## src/rtl/mips_isa_pkg.sv

```systemverilog
// Shared MIPS ISA definitions: opcode/funct codes, loader request op codes,
// loader FSM states and field-packing helpers.
package mips_isa_pkg;

  localparam logic [5:0] OPCODE_RTYPE = 6'b000000;
  localparam logic [5:0] OPCODE_LW    = 6'b100011;
  localparam logic [5:0] OPCODE_SW    = 6'b101011;
  localparam logic [5:0] OPCODE_BEQ   = 6'b000100;
  localparam logic [5:0] OPCODE_ADDI  = 6'b001000;

  localparam logic [5:0] FUNCT_ADD = 6'b100000;
  localparam logic [5:0] FUNCT_SUB = 6'b100010;
  localparam logic [5:0] FUNCT_AND = 6'b100100;
  localparam logic [5:0] FUNCT_OR  = 6'b100101;
  localparam logic [5:0] FUNCT_SLT = 6'b101010;

  typedef enum logic [3:0] {
    IOP_ADD  = 4'd0,
    IOP_SUB  = 4'd1,
    IOP_AND  = 4'd2,
    IOP_OR   = 4'd3,
    IOP_SLT  = 4'd4,
    IOP_LW   = 4'd5,
    IOP_SW   = 4'd6,
    IOP_BEQ  = 4'd7,
    IOP_ADDI = 4'd8
  } instr_op_e;

  typedef enum logic [1:0] {
    ST_IDLE  = 2'd0,
    ST_LOAD  = 2'd1,
    ST_FLUSH = 2'd2
  } loader_state_e;

  function automatic logic [31:0] pack_rtype(input logic [4:0] rs, input logic [4:0] rt,
                                             input logic [4:0] rd, input logic [5:0] funct);
    pack_rtype = {OPCODE_RTYPE, rs, rt, rd, 5'b00000, funct};
  endfunction

  function automatic logic [31:0] pack_itype(input logic [5:0] opcode, input logic [4:0] rs,
                                             input logic [4:0] rt, input logic [15:0] imm);
    pack_itype = {opcode, rs, rt, imm};
  endfunction

endpackage

```

## src/rtl/mips_instr_encode.sv

```systemverilog
// Combinational encoder: request op and fields to a 32-bit MIPS word.
// Unknown ops yield a zero word with illegal raised.
module mips_instr_encode
  import mips_isa_pkg::*;
(
  input  logic [3:0]  op,
  input  logic [4:0]  rs,
  input  logic [4:0]  rt,
  input  logic [4:0]  rd,
  input  logic [15:0] imm,
  output logic [31:0] word,
  output logic        illegal
);

  // select encoding format and code per op
  always_comb begin
    word    = 32'h0000_0000;
    illegal = 1'b0;
    case (op)
      IOP_ADD:  word = pack_rtype(rs, rt, rd, FUNCT_ADD);
      IOP_SUB:  word = pack_rtype(rs, rt, rd, FUNCT_SUB);
      IOP_AND:  word = pack_rtype(rs, rt, rd, FUNCT_AND);
      IOP_OR:   word = pack_rtype(rs, rt, rd, FUNCT_OR);
      IOP_SLT:  word = pack_rtype(rs, rt, rd, FUNCT_SLT);
      IOP_LW:   word = pack_itype(OPCODE_LW,   rs, rt, imm);
      IOP_SW:   word = pack_itype(OPCODE_SW,   rs, rt, imm);
      IOP_BEQ:  word = pack_itype(OPCODE_BEQ,  rs, rt, imm);
      IOP_ADDI: word = pack_itype(OPCODE_ADDI, rs, rt, imm);
      default:  illegal = 1'b1;
    endcase
  end

endmodule

```

## src/rtl/mips_instr_loader.sv

```systemverilog
// Instruction loader: accepts encoded-instruction requests over valid/ready
// and writes them to consecutive instruction memory words via a register stage.
module mips_instr_loader
  import mips_isa_pkg::*;
#(
  parameter int DEPTH  = 64,
  parameter int ADDR_W = $clog2(DEPTH)
) (
  input  logic              clk,
  input  logic              rst_n,
  input  logic              start,
  input  logic              in_valid,
  output logic              in_ready,
  input  logic [3:0]        in_op,
  input  logic [4:0]        in_rs,
  input  logic [4:0]        in_rt,
  input  logic [4:0]        in_rd,
  input  logic [15:0]       in_imm,
  input  logic              in_last,
  output logic              imem_we,
  output logic [ADDR_W-1:0] imem_addr,
  output logic [31:0]       imem_wdata,
  output logic              busy,
  output logic              done,
  output logic [ADDR_W:0]   count,
  output logic [1:0]        err
);

  loader_state_e     state_q, state_d;
  logic [ADDR_W-1:0] ptr_q, ptr_d;
  logic [ADDR_W:0]   count_q, count_d;
  logic [1:0]        err_q, err_d;
  logic              we_q, we_d;
  logic [ADDR_W-1:0] addr_q, addr_d;
  logic [31:0]       wdata_q, wdata_d;

  logic [31:0] enc_word_s;
  logic        enc_illegal_s;
  logic        last_addr_s;

  mips_instr_encode u_encode (
    .op      (in_op),
    .rs      (in_rs),
    .rt      (in_rt),
    .rd      (in_rd),
    .imm     (in_imm),
    .word    (enc_word_s),
    .illegal (enc_illegal_s)
  );

  assign last_addr_s = (ptr_q == ADDR_W'(DEPTH - 1));

  // next-state, pointer/count/error update and output-stage load
  always_comb begin
    state_d = state_q;
    ptr_d   = ptr_q;
    count_d = count_q;
    err_d   = err_q;
    we_d    = 1'b0;
    addr_d  = addr_q;
    wdata_d = wdata_q;
    case (state_q)
      ST_IDLE: begin
        if (start) begin
          state_d = ST_LOAD;
          ptr_d   = '0;
          count_d = '0;
          err_d   = 2'b00;
        end else begin
          state_d = ST_IDLE;
        end
      end
      ST_LOAD: begin
        // start wins over a request presented in the same cycle
        if (start) begin
          state_d = ST_LOAD;
          ptr_d   = '0;
          count_d = '0;
          err_d   = 2'b00;
        end else if (in_valid) begin
          if (enc_illegal_s) begin
            err_d[0] = 1'b1;
            if (in_last) begin
              state_d = ST_FLUSH;
            end else begin
              state_d = ST_LOAD;
            end
          end else begin
            we_d    = 1'b1;
            addr_d  = ptr_q;
            wdata_d = enc_word_s;
            count_d = count_q + (ADDR_W + 1)'(1);
            ptr_d   = last_addr_s ? ptr_q : ptr_q + ADDR_W'(1);
            if (in_last) begin
              state_d = ST_FLUSH;
            end else if (last_addr_s) begin
              state_d  = ST_FLUSH;
              err_d[1] = 1'b1;
            end else begin
              state_d = ST_LOAD;
            end
          end
        end else begin
          state_d = ST_LOAD;
        end
      end
      ST_FLUSH: begin
        if (start) begin
          state_d = ST_LOAD;
          ptr_d   = '0;
          count_d = '0;
          err_d   = 2'b00;
        end else begin
          state_d = ST_IDLE;
        end
      end
      default: state_d = ST_IDLE;
    endcase
  end

  // state, pointer and output-stage registers; reset drops any in-flight write
  always_ff @(posedge clk or negedge rst_n) begin
    if (!rst_n) begin
      state_q <= ST_IDLE;
      ptr_q   <= '0;
      count_q <= '0;
      err_q   <= 2'b00;
      we_q    <= 1'b0;
      addr_q  <= '0;
      wdata_q <= 32'h0000_0000;
    end else begin
      state_q <= state_d;
      ptr_q   <= ptr_d;
      count_q <= count_d;
      err_q   <= err_d;
      we_q    <= we_d;
      addr_q  <= addr_d;
      wdata_q <= wdata_d;
    end
  end

  assign in_ready   = (state_q == ST_LOAD);
  assign busy       = (state_q != ST_IDLE);
  assign done       = (state_q == ST_FLUSH);
  assign imem_we    = we_q;
  assign imem_addr  = addr_q;
  assign imem_wdata = wdata_q;
  assign count      = count_q;
  assign err        = err_q;

endmodule

```

## config.mk

```make
export PLATFORM = sky130hd
export DESIGN_NAME = mips_instr_loader
export DESIGN_NICKNAME = d
export VERILOG_FILES = /design/src/rtl/mips_isa_pkg.sv /design/src/rtl/mips_instr_encode.sv /design/src/rtl/mips_instr_loader.sv
export SDC_FILE = /design/constraint.sdc
export NUM_CORES = 1
export LEC_CHECK = 0
export CORE_MARGIN = 3
export CORE_UTILIZATION = 30
export CTS_CLUSTER_SIZE = 40
export DETAILED_ROUTE_END_ITERATION = 16
export PLACE_DENSITY = 0.67
export SYNTH_ARGS = -nofsm -noshare
export SYNTH_HDL_FRONTEND = slang
export SYNTH_SLANG_ARGS = --single-unit
```

## constraint.sdc

```tcl
create_clock -name clk -period 2.4 [get_ports clk]
set_input_delay 0.36 -clock clk [delete_from_list [all_inputs] [get_ports clk]]
set_output_delay 0.36 -clock clk [all_outputs]
set_load 0.01 [all_outputs]
```

==> flow_metrics.env <==
export IMPL_status="complete, no violations"
export IMPL_worst_slack_ps=377
export IMPL_boundaryPins=91
export IMPL_grt_pass1_wl_um=11100
export IMPL_worst_setup_path_type="in -> reg"
export IMPL_dr_first_iter_drc_count=72
export IMPL_drive_gt1_frac=0.0734
export IMPL_grt_start_max_net_pins=42
export IMPL_chipHeight_um=97.9
export IMPL_clockPowerShare=0.221
export IMPL_power_density_mw_per_mm2=616
export IMPL_register_area_mm2=0.00133
export IMPL_dp_cells=462
export IMPL_core_rowCount=32
export IMPL_peakVddDrop_mv=0.334
export IMPL_holdWs_ps=74.9
export IMPL_drv_slew=0
export IMPL_drt_total_wl_um=6460
export IMPL_fin_crit_ps=2020
export IMPL_skew_ps=6.84
export IMPL_grt_pass1_vias=2285
export IMPL_io_buffers=89
export IMPL_syn_inst=280
export IMPL_total_power_mw=2.24
export IMPL_ys_seq_area_frac=0.523
export IMPL_crit_fanout=8
export IMPL_place_gp_congestion=0.892
export IMPL_critPathLaunchType="primary input"
export IMPL_clock_sinks=53
export IMPL_remaining_drc_errors=0
export IMPL_ant_nets=0
export IMPL_start_util=0.318
export IMPL_num_antenna_cells=0
export IMPL_async_flop_share=1.00
export IMPL_power_leakage_nw=1.61
export IMPL_worstMarginPinSlew_ps=649
export IMPL_overflow=0
export IMPL_p_int_mw=1.58
export IMPL_fillers=794
export IMPL_slew_headroom=0.567
export IMPL_die_area_mm2=0.00959
export IMPL_cts_hold_buf=0
export IMPL_cts_resized_gates=0
export IMPL_coreArea_mm2=0.00797
export IMPL_fmax_mhz=494
export IMPL_final_util=0.456
export IMPL_p_sw_frac=0.292
export IMPL_syn_area_mm2=0.00254
export IMPL_place_hpwl_um=4710
export IMPL_cts_buffer_depth=2
export IMPL_synth_fp_nets=322
export IMPL_h_tree_depth=2
export IMPL_drt_pass1_iterations=4
export IMPL_setup_viol=0
export IMPL_multi_input_area_mm2=0.00110
export IMPL_placed_area_mm2=0.00355
export IMPL_routed_via_density=4.79
export IMPL_antenna_found_initial=0
export IMPL_post_drt_wl_per_cell_um=13.7
export IMPL_final_cells=470
export IMPL_synth_edf_count=0
export IMPL_ys_ff_latch=53
export IMPL_post_place_ws_ps=59.1
export IMPL_dieWidth_um=97.9
export IMPL_nets=409
export IMPL_timing_final_hold_violations=0
export IMPL_yosysWarnings=0
export IMPL_power_frac_comb=0.289
export IMPL_synth_avg_cell_area_um2=9.06
export IMPL_clk_latency_ps=300
export IMPL_finalInstanceArea_mm2=0.00363
export IMPL_cts_buffers=5
export IMPL_endpoint_kind="flip-flop"
export IMPL_grtUsageTotal=0.137
export IMPL_root_buffer="clkbuf_8"
export IMPL_synth_ff_type="dfrtp_1"
export IMPL_vias=2250
export IMPL_post_cts_buffers=0
export IMPL_maxCapViolCount=0
export IMPL_pwr_share_seq=0.490
export IMPL_area_growth_pct=43.2
export IMPL_synth_distinct_cells=45
export IMPL_crit_required_ps=2590
export IMPL_fin_tns_setup_ps=0
export IMPL_fin_crit_sh=0.843
export IMPL_cts_clk_slew_worst_paths_ps=100
export IMPL_rsz0062_at_grt="no"
export IMPL_critPathArrivalTime_ps=2220
export IMPL_worstHoldPathType="in -> async"
export IMPL_switchingPower_mw=0.654
export IMPL_cts_tree="yes"
layer usage:
metal / GRT usage / wire (µm)
met1: 0.185 / 3070
met2: 0.224 / 3060
met3: 0.0329 / 308
met4: 0.0309 / 14
met5: 0 / 0
worst max-delay path, stage by stage:
cell             delay, ps
clkdlybuf4s50_1        560
o31ai_4                310
o21ai_0                210
a21oi_1                390
mux2_2                 380
final timing paths:
path                          startpoint        endpoint  slack (ps)  cells after the start
setup / recovery                in_op[2]        ptr_q[0]         380                      5
hold / removal                     rst_n  imem_wdata[24]          70                      1
setup reg to reg                ptr_q[0]        ptr_q[0]         500                      5
hold reg to reg            imem_wdata[6]   imem_wdata[6]         480                      2
max in group asynchronous          rst_n          err[0]        1760                      2
min in group clk           imem_wdata[6]   imem_wdata[6]         480                      2
sequential cells by signal, summed over array words and instances, names as in the netlist:
| name | count |
|---|---|
| imem_wdata | 29 |
| imem_we | 1 |
| count | 7 |
| err | 2 |
| state_q | 2 |
| ptr_q | 6 |
| imem_addr | 6 |
final cells by class:
cell class                 instances  share of cell area
clock buffer                       5              0.0189
clock inverter                     3             0.00482
inverter                           6             0.00620
multi-input combinational        204               0.302
sequential                        53               0.365
tap                              102              0.0351
timing repair buffer              97               0.267
logic make-up after synthesis:
group           count (synthesis)  synth area share
xor+xnor                        1           0.00345
flops                          53             0.523
compound gates                 57             0.151
simple gates                  139             0.250
other cells                     1           0.00148
fa+ha+maj                       2           0.00987
buf+inv                        23            0.0439
mux                             4            0.0173
Yosys cell counts (2+ instances only):
cell      number  area share
nand4_1        4      0.0099
o21a_1         2      0.0059
buf_4          4       0.012
a22o_1         2      0.0069
a21o_1         3      0.0089
a31oi_1        2      0.0049
nor2b_1        3      0.0074
and2_1         3      0.0074
o21ai_0       14       0.028
dfrtp_1       53        0.52
nand2_1       74        0.11
and3_1         2      0.0049
inv_1          6      0.0089
nor3_1         4      0.0079
nand2b_1       2      0.0049
a221oi_1       5       0.017
nand3_1       11       0.022
clkbuf_1       5      0.0074
nor2_1        21       0.031
or3_1          6       0.015
ha_1           2      0.0099
buf_2          8       0.016
a21oi_1       17       0.034
mux2_2         3       0.013
o31ai_1        2      0.0059
or2_2          3      0.0074
power groups by stage:
stage | combinational (mW) | sequential (mW) | clock (mW)
2_1_floorplan | 0.214 | 1.16 | 0
3_3_place_gp | 0.647 | 1.11 | 0
3_5_place_dp | 0.657 | 1.12 | 0
4_1_cts | 0.659 | 1.10 | 0.526
5_1_grt | 0.707 | 1.11 | 0.556
6_report | 0.647 | 1.10 | 0.494
cell usage in the layout (no fill, tap or decap), types with 3 or more instances in the layout:
cell / instances
a21o_1: 3
a21oi_1: 17
a221oi_1: 5
and2_1: 3
buf_4: 6
clkbuf_8: 5
clkdlybuf4s50_1: 88
dfrtp_1: 53
inv_1: 6
mux2_2: 3
nand2_1: 74
nand3_1: 11
nand4_1: 4
nor2_1: 21
nor2b_1: 3
nor3_1: 4
o21ai_0: 14
or2_2: 3
or3_1: 6
(Power assumes the default switching activity.)
